<file path="src/rtl/alu_seq_pkg.sv">
// Shared types for the registered ALU: op encodings, flag register layout
// and the sequencer state.
package alu_seq_pkg;

    // Original datapath ops keep their values; ADC/SBC/MUL/DIV are appended.
    // Encodings 16..31 are undefined and complete as a no-op.
    typedef enum logic [4:0] {
        ALU_NOP = 5'd0,
        ALU_THR = 5'd1,
        ALU_ADD = 5'd2,
        ALU_SUB = 5'd3,
        ALU_AND = 5'd4,
        ALU_OR  = 5'd5,
        ALU_XOR = 5'd6,
        ALU_NOT = 5'd7,
        ALU_SHL = 5'd8,
        ALU_SHR = 5'd9,
        ALU_ROL = 5'd10,
        ALU_ROR = 5'd11,
        ALU_ADC = 5'd12,
        ALU_SBC = 5'd13,
        ALU_MUL = 5'd14,
        ALU_DIV = 5'd15
    } alu_op_e;

    typedef struct packed {
        logic alu_carry;
        logic alu_zero;
        logic alu_negative;
        logic alu_overflow;
    } alu_flag_t;

    typedef enum logic [1:0] {
        IDLE = 2'd0,
        BUSY = 2'd1,
        DONE = 2'd2
    } alu_state_e;

    function automatic logic is_muldiv(input alu_op_e o);
        return (o == ALU_MUL) || (o == ALU_DIV);
    endfunction

endpackage

</file>
<file path="src/rtl/alu_muldiv_iter.sv">
// Iterative unsigned multiplier (shift-add) / divider (restoring) sharing a
// single adder. One iteration per clock, W iterations per operation. The
// next-state values are exposed combinationally so the caller can capture
// the final product/quotient on the same edge that performs the last step.
module alu_muldiv_iter
    import alu_seq_pkg::*;
#(
    parameter int W = 8
) (
    input  logic         clk,
    input  logic         rst_n,
    input  logic         start,
    input  logic         is_div,
    input  logic [W-1:0] a,
    input  logic [W-1:0] b,
    output logic         done,
    output logic [W-1:0] lo,
    output logic [W-1:0] hi
);

    localparam int CW = $clog2(W + 1);
    localparam logic [CW-1:0] LAST = CW'(W - 1);

    logic          busy;
    logic          div_q;
    logic [W-1:0]  b_q;
    logic [W-1:0]  hi_q;   // partial product high half / partial remainder
    logic [W-1:0]  lo_q;   // multiplier bits / dividend-then-quotient bits
    logic [CW-1:0] cnt;

    logic [W:0]    add_x;
    logic [W:0]    add_y;
    logic          add_cin;
    logic [W+1:0]  add_sum;
    logic          fits;
    logic [W-1:0]  hi_n;
    logic [W-1:0]  lo_n;

    // Shared adder: multiply adds B when the current multiplier bit is set,
    // divide subtracts B from the shifted remainder (two's complement).
    always_comb begin
        add_x   = '0;
        add_y   = '0;
        add_cin = 1'b0;
        if (div_q) begin
            add_x   = {hi_q, lo_q[W-1]};
            add_y   = ~{1'b0, b_q};
            add_cin = 1'b1;
        end else begin
            add_x   = {1'b0, hi_q};
            add_y   = lo_q[0] ? {1'b0, b_q} : '0;
            add_cin = 1'b0;
        end
        add_sum = {1'b0, add_x} + {1'b0, add_y} + {{(W+1){1'b0}}, add_cin};
    end

    // Next iteration values; a carry out of the subtract means no borrow.
    always_comb begin
        fits = add_sum[W+1];
        if (div_q) begin
            hi_n = fits ? add_sum[W-1:0] : add_x[W-1:0];
            lo_n = {lo_q[W-2:0], fits};
        end else begin
            hi_n = add_sum[W:1];
            lo_n = {add_sum[0], lo_q[W-1:1]};
        end
    end

    assign done = busy && (cnt == LAST);
    assign lo   = lo_n;
    assign hi   = hi_n;

    // Operand load on start, then one iteration per cycle until the count ends.
    always_ff @(posedge clk) begin
        if (!rst_n) begin
            busy  <= 1'b0;
            div_q <= 1'b0;
            b_q   <= '0;
            hi_q  <= '0;
            lo_q  <= '0;
            cnt   <= '0;
        end else if (start) begin
            busy  <= 1'b1;
            div_q <= is_div;
            b_q   <= b;
            hi_q  <= '0;
            lo_q  <= a;
            cnt   <= '0;
        end else if (busy) begin
            hi_q <= hi_n;
            lo_q <= lo_n;
            cnt  <= cnt + 1'b1;
            if (done) begin
                busy <= 1'b0;
            end
        end
    end

endmodule

</file>
<file path="src/rtl/alu_seq.sv">
// Registered ALU with a persistent flag register and valid/ready request
// interface. Single-cycle ops complete one cycle after accept; MUL/DIV run
// through the iterative unit and complete W+1 cycles after accept.
//
// Handshake: a request is accepted on any clk edge where in_valid and
// in_ready are both high; op and operands are sampled only then. in_ready is
// low only while a MUL/DIV iterates, so a requester must hold in_valid.
// out_valid is a one-cycle pulse marking that result/result_hi/flag were
// just written (or, for no-op encodings, deliberately left unchanged).
module alu_seq
    import alu_seq_pkg::*;
#(
    parameter int DATA_BUS_WIDTH = 8,
    parameter bit ENABLE_MULDIV  = 1'b1
) (
    input  logic                      clk,
    input  logic                      rst_n,
    input  logic                      in_valid,
    output logic                      in_ready,
    input  alu_op_e                   op,
    input  logic [DATA_BUS_WIDTH-1:0] register1,
    input  logic [DATA_BUS_WIDTH-1:0] register2,
    output logic                      out_valid,
    output logic [DATA_BUS_WIDTH-1:0] result,
    output logic [DATA_BUS_WIDTH-1:0] result_hi,
    output alu_flag_t                 flag,
    output alu_state_e                fsm_state
);

    localparam int W = DATA_BUS_WIDTH;

    alu_state_e state;
    logic       accept;
    logic       take_md;
    logic       md_start;
    logic       md_done;
    logic [W-1:0] md_lo;
    logic [W-1:0] md_hi;
    logic       md_div;
    logic       md_bzero;

    logic [W:0]   add_sum;
    logic [W:0]   sub_diff;
    logic [W-1:0] sc_res;
    logic         sc_c;
    logic         sc_v;
    logic         sc_upd;

    assign in_ready  = (state != BUSY);
    assign out_valid = (state == DONE);
    assign fsm_state = state;
    assign accept    = in_valid && in_ready;
    assign take_md   = ENABLE_MULDIV && is_muldiv(op);
    assign md_start  = accept && take_md;

    // Single-cycle ops; carry-in is the flag register as it stood before accept.
    always_comb begin
        sc_res   = '0;
        sc_c     = 1'b0;
        sc_v     = 1'b0;
        sc_upd   = 1'b1;
        add_sum  = {1'b0, register1} + {1'b0, register2}
                 + {{W{1'b0}}, (op == ALU_ADC) && flag.alu_carry};
        sub_diff = {1'b0, register1} - {1'b0, register2}
                 - {{W{1'b0}}, (op == ALU_SBC) && flag.alu_carry};
        case (op)
            ALU_THR: sc_res = register1;
            ALU_ADD, ALU_ADC: begin
                sc_res = add_sum[W-1:0];
                sc_c   = add_sum[W];
                sc_v   = (register1[W-1] == register2[W-1]) &&
                         (add_sum[W-1] != register1[W-1]);
            end
            ALU_SUB, ALU_SBC: begin
                sc_res = sub_diff[W-1:0];
                sc_c   = sub_diff[W];
                sc_v   = (register1[W-1] != register2[W-1]) &&
                         (sub_diff[W-1] != register1[W-1]);
            end
            ALU_AND: sc_res = register1 & register2;
            ALU_OR:  sc_res = register1 | register2;
            ALU_XOR: sc_res = register1 ^ register2;
            ALU_NOT: sc_res = ~register1;
            ALU_SHL: begin
                sc_res = {register1[W-2:0], 1'b0};
                sc_c   = register1[W-1];
            end
            ALU_SHR: begin
                sc_res = {1'b0, register1[W-1:1]};
                sc_c   = register1[0];
            end
            ALU_ROL: sc_res = {register1[W-2:0], register1[W-1]};
            ALU_ROR: sc_res = {register1[0], register1[W-1:1]};
            default: sc_upd = 1'b0;
        endcase
    end

    generate
        if (ENABLE_MULDIV) begin : g_muldiv
            alu_muldiv_iter #(.W(W)) u_iter (
                .clk    (clk),
                .rst_n  (rst_n),
                .start  (md_start),
                .is_div (op == ALU_DIV),
                .a      (register1),
                .b      (register2),
                .done   (md_done),
                .lo     (md_lo),
                .hi     (md_hi)
            );
        end else begin : g_no_muldiv
            assign md_done = 1'b0;
            assign md_lo   = '0;
            assign md_hi   = '0;
        end
    endgenerate

    // Sequencer: state plus the result/flag registers written on DONE entry.
    always_ff @(posedge clk) begin
        if (!rst_n) begin
            state     <= IDLE;
            result    <= '0;
            result_hi <= '0;
            flag      <= '0;
            md_div    <= 1'b0;
            md_bzero  <= 1'b0;
        end else begin
            case (state)
                IDLE, DONE: begin
                    if (accept) begin
                        if (take_md) begin
                            state    <= BUSY;
                            md_div   <= (op == ALU_DIV);
                            md_bzero <= (register2 == '0);
                        end else begin
                            state <= DONE;
                            if (sc_upd) begin
                                result            <= sc_res;
                                result_hi         <= '0;
                                flag.alu_carry    <= sc_c;
                                flag.alu_zero     <= (sc_res == '0);
                                flag.alu_negative <= sc_res[W-1];
                                flag.alu_overflow <= sc_v;
                            end
                        end
                    end else begin
                        state <= IDLE;
                    end
                end
                BUSY: begin
                    if (md_done) begin
                        state             <= DONE;
                        result            <= md_lo;
                        result_hi         <= md_hi;
                        flag.alu_carry    <= md_div ? 1'b0 : (|md_hi);
                        flag.alu_zero     <= (md_lo == '0);
                        flag.alu_negative <= md_lo[W-1];
                        flag.alu_overflow <= md_div && md_bzero;
                    end
                end
                default: state <= IDLE;
            endcase
        end
    end

endmodule
</file>
<file path="config.mk">
export PLATFORM = sky130hd
export DESIGN_NAME = alu_seq
export DESIGN_NICKNAME = d
export VERILOG_FILES = /design/src/rtl/alu_seq_pkg.sv /design/src/rtl/alu_muldiv_iter.sv /design/src/rtl/alu_seq.sv
export SDC_FILE = /design/constraint.sdc
export NUM_CORES = 1
export LEC_CHECK = 0
export CELL_PAD_IN_SITES_DETAIL_PLACEMENT = 2
export CELL_PAD_IN_SITES_GLOBAL_PLACEMENT = 2
export CORE_MARGIN = 5
export CORE_UTILIZATION = 38
export CTS_CLUSTER_DIAMETER = 40
export DETAILED_ROUTE_END_ITERATION = 7
export PLACE_DENSITY_LB_ADDON = 0.1
export SLEW_MARGIN = 5
export SYNTH_ARGS = -nofsm -noshare
export SYNTH_HDL_FRONTEND = slang
export SYNTH_SLANG_ARGS = --single-unit
</file>
<file path="constraint.sdc">
create_clock -name clk -period 9.4 [get_ports clk]
set_clock_uncertainty 0.05 [all_clocks]
set_input_delay 1.88 -clock clk [delete_from_list [all_inputs] [get_ports clk]]
set_output_delay 1.88 -clock clk [all_outputs]
set_load 0.05 [all_outputs]
</file>
==> results of run 1 <==
-- synthesized netlist by cell type, types with 7 or more instances --
cell,n,area (µm²)
o211ai_1,11,82.6
buf_2,10,50.1
a21oi_1,16,80.1
a211oi_1,11,82.6
nand3_1,12,60.1
o21a_1,7,52.6
xor2_1,11,96.3
mux2i_1,26,260
nor3_1,17,85.1
and2_1,8,50.1
dfxtp_1,53,1060
clkbuf_1,17,63.8
ha_1,39,488
nand4_1,7,43.8
o21ai_0,27,135
nor2_1,40,150
nand2_1,66,248
a21boi_0,21,158
nor2b_1,16,100
xnor2_1,8,70.1
a31oi_1,8,50.1
inv_1,26,97.6
-- cells by family after synthesis --
family	share of synthesized area, %
flip-flops	21.9
multiplexers	6.76
AO/OA/AOI/OAI	26.2
XOR/XNOR	3.43
adder cells (fa/ha/maj)	12.5
buffers and inverters	5.99
AND/OR/NAND/NOR	23.2
-- stage by stage --
step                total power, W  cells  util, %
floorplan                 0.000354    588        -
global placement          0.000407    775     42.8
detailed placement        0.000412    775     42.8
CTS                       0.000628    783     44.1
global route              0.000653    783     44.1
finish                    0.000624    783     44.1
-- final cells by class --
class                      count  area (µm²)  area share (%)
inverter                      28         105            1.90
sequential                    53        1060            19.1
tap                          172         215            3.88
multi-input combinational    471        3490            63.0
clock buffer                   5         125            2.26
timing repair buffer          51         500            9.03
clock inverter                 3        43.8           0.790
-- sequential cells by signal, summed over array words and instances, names as in the netlist --
signal and cells:
g_muldiv.u_iter.cnt 4, g_muldiv.u_iter.lo_q 8, md_div 1, md_bzero 1, result_hi 8, g_muldiv.u_iter.busy 1, g_muldiv.u_iter.div_q 1, fsm_state 2
result 8, flag 3, g_muldiv.u_iter.hi_q 8, g_muldiv.u_iter.b_q 8
-- power by group through the flow --
stage	Combinational, W	Sequential, W	Clock [W]
floorplan	0.000106	0.000248	0
finish	0.000173	0.000234	0.000216
global route	0.000189	0.000235	0.000229
CTS	0.000174	0.000234	0.000221
global placement	0.000168	0.000239	0
detailed placement	0.000173	0.000239	0
-- final timing paths --
kind	cells after the start	endpoint	startpoint	slack (ns)
hold reg to reg	2	result[3]	result[3]	0.44
hold / removal	2	result[3]	result[3]	0.44
setup reg to reg	12	flag[3]	g_muldiv.u_iter.div_q	5.09
setup / recovery	13	result[5]	op[2]	4.04
-- cells in the final DEF, fill, tap and decap left out, drive strengths merged, types with 11 or more instances in the layout --
cell type,synthesis,final
a211oi,14,14
a21boi,21,21
a21oi,17,17
clkdlybuf4s50,0,47
dfxtp,53,53
ha,39,39
inv,28,29
mux2i,26,26
nand2,67,67
nand3,12,12
nor2,43,43
nor2b,16,16
nor3,17,17
o211ai,11,11
o21ai,32,32
xor2,11,11
-- worst max-delay path, cell delays in order --
cell and delay [ns]:
clkdlybuf4s50_1 0.88, and2b_4 0.31, nand4_1 0.12, fa_1 0.53
inv_1 0.05, ha_1 0.17, o21ai_0 0.44, a211o_1 0.25
xnor2_1 0.08, a211oi_1 0.22, a21boi_0 0.29, nor3_1 0.08
o21a_1 0.21
-- metal layers --
layer / vias to the layer above / share of wire [%] / track usage (%)
met1: 2285 / 42 / 28.3
met5: - / 0 / 0
met4: 0 / 2.9 / 7.70
met3: 24 / 2.9 / 2.61
met2: 69 / 52 / 44.0
li1: 2171 / - / -
==> results_dict.tcl, run 1 <==
set metrics [dict create \
    critPathRequiredTime_ns 9.55 \
    clockBufferDepth 2 \
    hold_buffers 0 \
    final_nets 679 \
    grt_overflow 0 \
    synth-main-ff-cell "dfxtp_1" \
    synthToLayoutAreaGrowth_pct 14.4 \
    routabilityCongestion 0.919 \
    dp_hpwl_um 13600 \
    p_sw_w 0.000201 \
    cts-root-buf "clkbuf_16" \
    worst_pin_slew_ns 0.993 \
    initial_utilization_pct 38.6 \
    end_kind "flop" \
    syn_nets 657 \
    cap_violations 0 \
    first_pass_iters 4 \
    total_leakage_power_nw 2.09 \
    final.min_clock_period_ns 5.36 \
    die_w_um 123 \
    fin_area_mm2 0.00555 \
    tns_ns 0 \
    drv_slew 0 \
    grt_pass1_vias 5007 \
    post_drt_wl_per_cell_um 22.0 \
    insertion_delay_ns 0.30 \
    finalCritPeriodShare_pct 57.1 \
    hold-worst-slack_ns 0.438 \
    antenna_cells 0 \
    arrival_ns 5.52 \
    ir_drop_mv 0.0628 \
    dp_slack_ns 3.76 \
    setup_viol 0 \
    via_count 4549 \
    core_mm2 0.0126 \
    grt_pass1_wl_um 28000 \
    max_freq_mhz 186 \
    clk_pin_slew_worst_paths_ns 0.08 \
    cts_tree "yes" \
    power_density_mw_per_mm2 112 \
    io_buffers 47 \
    hold_class "reg2reg" \
    seq_power_share_pct 37.6 \
    p_comb_share_pct 27.7 \
    mappedNetlistArea_mm2 0.00485 \
    synth_edf_count 0 \
    antenna_found_initial 0 \
    ys.warnings.count 0 \
    ant_nets 0 \
    drc 0 \
    seq_area_frac_synth_pct 21.9 \
    status "completed" \
    place_area_mm2 0.00538 \
    wl_um 17200 \
    switching_share_pct 32.2 \
    synth_cell_types 87 \
    grtUsageTotal_pct 23.7 \
    p_int_w 0.000423 \
    final.setup.worst_slack_ns 4.04 \
    critPathLaunchType "input pin" \
    hold_viol 0 \
    clock_sinks 53 \
    fillers 1447 \
    dieArea_mm2 0.0151 \
    critical_path_class "in2reg" \
    die_h_um 123 \
    avgSynthCellArea_um2 8.24 \
    syn_inst 588 \
    ios 48 \
    cp_max_fo 17 \
    numCtsBuffers 5 \
    rsz0062_at_grt "false" \
    max_slew_margin_pct 33.5 \
    htree_levels 2 \
    clkPwrFrac_pct 34.7 \
    async_reset_ff_share_pct 0 \
    ys_seq_elements 53 \
    avgViaCountPerCell 5.81 \
    post_cts_resize_count 0 \
    post_cts_buffers 0 \
    fp-row-count 41 \
    layout-drive-gt1-share_pct 9.17 \
    grt_max_degree 46 \
    drt_iter0_drc 229 \
]
No activity file was read; power rests on OpenSTA's default activity.
==> run 2: changes to the inputs <==
CORE_UTILIZATION = 32   (was 38)
clock period = 4.6 ns   (was 9.4 ns; I/O delays follow)
==> run 2 against run 1 <==
Sequential share of layout area decreased by 0.43 points. Sequential power is 100% higher. Design area grew 2.3%. Die area up 17%. Final cell count is 4.1% higher. Critical path depth decreased by 1. First-iteration DRC count fell by 27%. Highest routed layer unchanged. Power grew 100%.
==> results_dict.tcl, run 2 (synthesized netlist as in run 1, its figures left out) <==
set metrics [dict create \
    post_cts_buffers 0 \
    cp_max_fo 8 \
    status "completed" \
    setup_viol 0 \
    grt_pass1_wl_um 28000 \
    final_nets 695 \
    ant_nets 0 \
    power_density_mw_per_mm2 220 \
    synthToLayoutAreaGrowth_pct 17.0 \
    max_slew_margin_pct 46.1 \
    clockBufferDepth 2 \
    r2r_end "flag[3]" \
    hold_depth 2 \
    initial_utilization_pct 32.2 \
    via_count 4568 \
    cap_violations 0 \
    avgViaCountPerCell 5.60 \
    worst_pin_slew_ns 0.807 \
    reg2regPathDepth 11 \
    cts_tree "yes" \
    dp_hpwl_um 14200 \
    arrival_ns 4.33 \
    wl_um 17400 \
    core_mm2 0.0150 \
    post_cts_resize_count 0 \
    end_kind "flop" \
    worstHoldStart "result[3]" \
    clock_sinks 53 \
    hold_buffers 0 \
    max_freq_mhz 241 \
    critPathRequiredTime_ns 4.79 \
    critical_path_class "in2reg" \
    final_common_cell "nand2_1" \
    total_leakage_power_nw 2.15 \
    antenna_found_initial 0 \
    ir_drop_mv 0.135 \
    post_drt_wl_per_cell_um 21.3 \
    critPathLaunchType "input pin" \
    numCtsBuffers 5 \
    drt_iter0_drc 168 \
    first_pass_iters 4 \
    grt_overflow 0 \
    fp-row-count 45 \
    htree_levels 2 \
    grtUsageMet3_pct 1.56 \
    gr-usage-met2_pct 37.0 \
    io_buffers 47 \
    drc 0 \
    grt_max_degree 32 \
    antenna_cells 0 \
    r2r_start "g_muldiv.u_iter.div_q" \
    drv_slew 0 \
    grt_busiest_layer "met2" \
    use_met1_pct 23.4 \
    insertion_delay_ns 0.31 \
    die_h_um 133 \
    routabilityCongestion 0.825 \
    dieArea_mm2 0.0177 \
    rsz0062_at_grt "false" \
    reg2reg_slack_ns 0.94 \
    whs_endpoint "result[3]" \
    tns_ns 0 \
    finalCritPeriodShare_pct 90.1 \
    hold_class "reg2reg" \
    die_w_um 133 \
    final.min_clock_period_ns 4.14 \
    cts-root-buf "clkbuf_16" \
    ios 48 \
    grt_pass1_vias 4970 \
    layout-drive-gt1-share_pct 11.5 \
    clk_pin_slew_worst_paths_ns 0.08 \
    hold_viol 0 \
    grtUsageTotal_pct 19.6 \
    power_w 0.00125 \
    mostFrequentLayoutCells "nand2_1 (66), dfxtp_1 (53), clkdlybuf4s50_1 (47)" \
]
## run 2: cell count changes in the layout (fill, tap and decap cells not counted)
cell        delta
buf_4         +16
bufinv_16      -1
clkbuf_8       +1
clkinvlp_4     +1
clkinv_2       -1
## run 2: final cells by class
| type | count | area (µm²) |
|---|---|---|
| fill | 1719 | 9360 |
| multi-input combinational | 471 | 3490 |
| sequential | 53 | 1060 |
| timing repair buffer | 67 | 621 |
| tap | 188 | 235 |
| clock buffer | 6 | 139 |
| inverter | 28 | 105 |
| clock inverter | 2 | 16.3 |
## run 2: how the worst max path moves through the flow
| stage | from | to | slack [ns] |
|---|---|---|---|
| 3_5_place_dp | register1[7] | flag[0] | 0.11 |
| 2_1_floorplan | g_muldiv.u_iter.div_q | flag[3] | 0.79 |
| 5_1_grt | register1[7] | flag[0] | 0.25 |
| 3_3_place_gp | register1[7] | flag[0] | 0.23 |
| 6_report | register1[7] | flag[0] | 0.46 |
| 4_1_cts | register1[7] | flag[0] | 0.41 |
## run 2: through the flow
| step | util [%] | hold slack [ns] | area (µm²) | setup slack [ns] | cells |
|---|---|---|---|---|---|
| 4_1_cts | 37.7 | 0.439 | 5670 | 0.410 | 815 |
| 5_1_grt | 37.7 | 0.466 | 5670 | 0.255 | 815 |
| 2_1_floorplan | - | 0.404 | 4850 | 0.789 | 588 |
| 6_report | 37.7 | 0.430 | 5670 | 0.456 | 815 |
| 3_3_place_gp | 36.7 | 0.410 | 5520 | 0.235 | 807 |
| 3_5_place_dp | 36.7 | 0.427 | 5520 | 0.110 | 807 |
## run 2: critical path: stages
cell,delay (ns)
clkdlybuf4s50_1,0.76
inv_1,0.15
ha_1,0.45
ha_1,0.46
or4b_1,0.46
o2111ai_1,0.18
a211oi_2,0.10
nor3b_2,0.28
a221oi_2,0.11
nor3_1,0.23
a31oi_1,0.06
a21oi_1,0.16
## run 2: metal layers
metal / routed length, µm / part of all wire [%]
met2: 9100 / 52
met1: 7530 / 43
met5: 0 / 0
met3: 327 / 1.9
met4: 437 / 2.5
## run 2: power by group
| group | total (W) | switching (W) | internal [W] |
|---|---|---|---|
| Sequential | 0.000479 | 0.00000957 | 0.000469 |
| Clock | 0.000405 | 0.000186 | 0.000219 |
| Combinational | 0.000366 | 0.000222 | 0.000143 |
==> run 3: changes to the inputs <==
CORE_ASPECT_RATIO = 1.4   (was not set)
SLEW_MARGIN = 20   (was 5)
==> run 3 against run 2 <==
Final cell count increased by 0.61%. Sequential share of layout area hardly changed. Critical path depth grew 1. Clock power down 2%. Register-to-register slack better by 0.05 ns. Global-route usage rose by 1.2 points. Critical endpoint is now result[5]. Sequential power about the same. Power decreased by 0.79%. Hold slack worse by 0.00062 ns. Count of clock-buffer cells in the layout fell by 1.
==> results_dict.tcl, run 3 (synthesized netlist as in run 1, its figures left out) <==
set metrics [dict create \
    top_layer "met4" \
    hold_class "reg2reg" \
    grt_pass1_wl_um 29000 \
    ios 48 \
    ir_drop_mv 0.197 \
    final.min_clock_period_ns 4.09 \
    worst_pin_slew_ns 0.869 \
    cpPeakStageDelay_ns 0.57 \
    ant_nets 0 \
    mostFrequentLayoutCells "nand2_1 (66), dfxtp_1 (53), clkdlybuf4s50_1 (47)" \
    cts-root-buf "clkbuf_16" \
    antenna_found_initial 0 \
    total_leakage_power_nw 2.15 \
    grt_overflow 0 \
    status "completed" \
    wirelength_met1_um 6920 \
    fillers 1742 \
    drv_slew 0 \
    avgViaCountPerCell 5.63 \
    clk_pin_slew_worst_paths_ns 0.08 \
    wl_um 18100 \
    cp_max_fo 7 \
    grt_pass1_vias 5105 \
    dp_slack_ns 0.195 \
    grtUsageTotal_pct 20.8 \
    final_common_cell "nand2_1" \
    grt_max_degree 32 \
    worstPathCellList "clkdlybuf4s50_1 -> and2b_1 -> nand4_1 -> fa_1 -> inv_1 -> ha_1 -> o21ai_0 -> a211o_1 -> xnor2_1 -> a211oi_1 -> a21boi_0 -> nor3_1 -> o21a_1" \
    initial_utilization_pct 32.5 \
    critPathLaunchType "input pin" \
    wl_met2_um 10300 \
    routabilityCongestion 0.854 \
    clockBufferDepth 2 \
    die_w_um 114 \
    post_drt_wl_per_cell_um 22.1 \
    final_nets 696 \
    critPathRequiredTime_ns 4.75 \
    setup_viol 0 \
    layout-drive-gt1-share_pct 11.6 \
    finalCritPeriodShare_pct 88.9 \
    final.setup.worst_slack_ns 0.510 \
    rsz0062_at_grt "false" \
    power_density_mw_per_mm2 218 \
    numCtsBuffers 5 \
    drc 0 \
    synthToLayoutAreaGrowth_pct 17.2 \
    hold_viol 0 \
    die_h_um 156 \
    htree_levels 2 \
    dp_hpwl_um 14900 \
    drt_iter0_drc 209 \
    cts_tree "yes" \
    critical_path_class "in2reg" \
    tns_ns 0 \
    core_mm2 0.0149 \
    post_cts_buffers 0 \
    max_slew_margin_pct 41.9 \
    insertion_delay_ns 0.30 \
    cap_violations 0 \
    wl_met3_um 228 \
    fp-row-count 53 \
    post_cts_resize_count 0 \
    antenna_cells 0 \
    critical_path.slowest_cell "fa_1" \
    dieArea_mm2 0.0177 \
    clock_sinks 53 \
    arrival_ns 4.24 \
    first_pass_iters 4 \
    end_kind "flop" \
    io_buffers 47 \
    max_freq_mhz 245 \
    hold_buffers 0 \
    via_count 4614 \
]
[run 3: cell types whose count changed in the layout (fill, tap and decap cells not counted)]
cell	previous run	this run
buf_4	20	21
clkbuf_8	1	0
clkinvlp_4	1	2
inv_6	1	0
inv_8	0	1
[run 3: critical path, delay by kind of cell]
kind	cells	cell delay, ns
AO/OA/AOI/OAI	5	1.40
adder cells (fa/ha/maj)	2	0.75
AND/OR/NAND/NOR	3	0.62
buffers and inverters	2	0.49
XOR/XNOR	1	0.08
[run 3: final timing paths]
check,start,to,slack (ns),cells after the start
hold reg to reg,g_muldiv.u_iter.b_q[1],g_muldiv.u_iter.b_q[1],0.43,2
setup / recovery,op[4],result[5],0.51,13
setup reg to reg,g_muldiv.u_iter.div_q,flag[3],0.99,12
hold / removal,g_muldiv.u_iter.b_q[1],g_muldiv.u_iter.b_q[1],0.43,2
[run 3: through the flow]
step	instance area (µm²)	util [%]	hold slack (ns)	total power (W)	std cells
after floorplan	4850	-	0.404	0.000724	588
after global placement	5530	37.1	0.418	0.000847	812
after detailed placement	5530	37.1	0.426	0.000857	812
after CTS	5680	38.1	0.436	0.00125	820
after global routing	5680	38.1	0.453	0.00130	820
final	5680	38.1	0.429	0.00124	820
[run 3: power breakdown]
group	leakage (nW)	switching [W]	internal [W]	total, W
clock	0.0680	0.000189	0.000206	0.000395
combinational	1.66	0.000221	0.000144	0.000365
sequential	0.429	0.0000104	0.000469	0.000480
total	2.15	0.000421	0.000819	0.00124
[run 3: layout make-up]
cell class,instances,area (µm²),share of cell area [%]
clock buffers,5,125,2.20
inverters,28,105,1.85
repair buffers,68,628,11.1
multi-input cells,471,3490,61.5
flip-flops and latches,53,1060,18.7
clock inverters,3,26.3,0.463
well taps,192,240,4.23
[run 3: layer usage]
metal	up-vias	global-route usage [%]
li1	2206	-
met1	2305	22.1
met2	67	41.5
met3	36	1.36
met4	0	8.32
met5	-	0
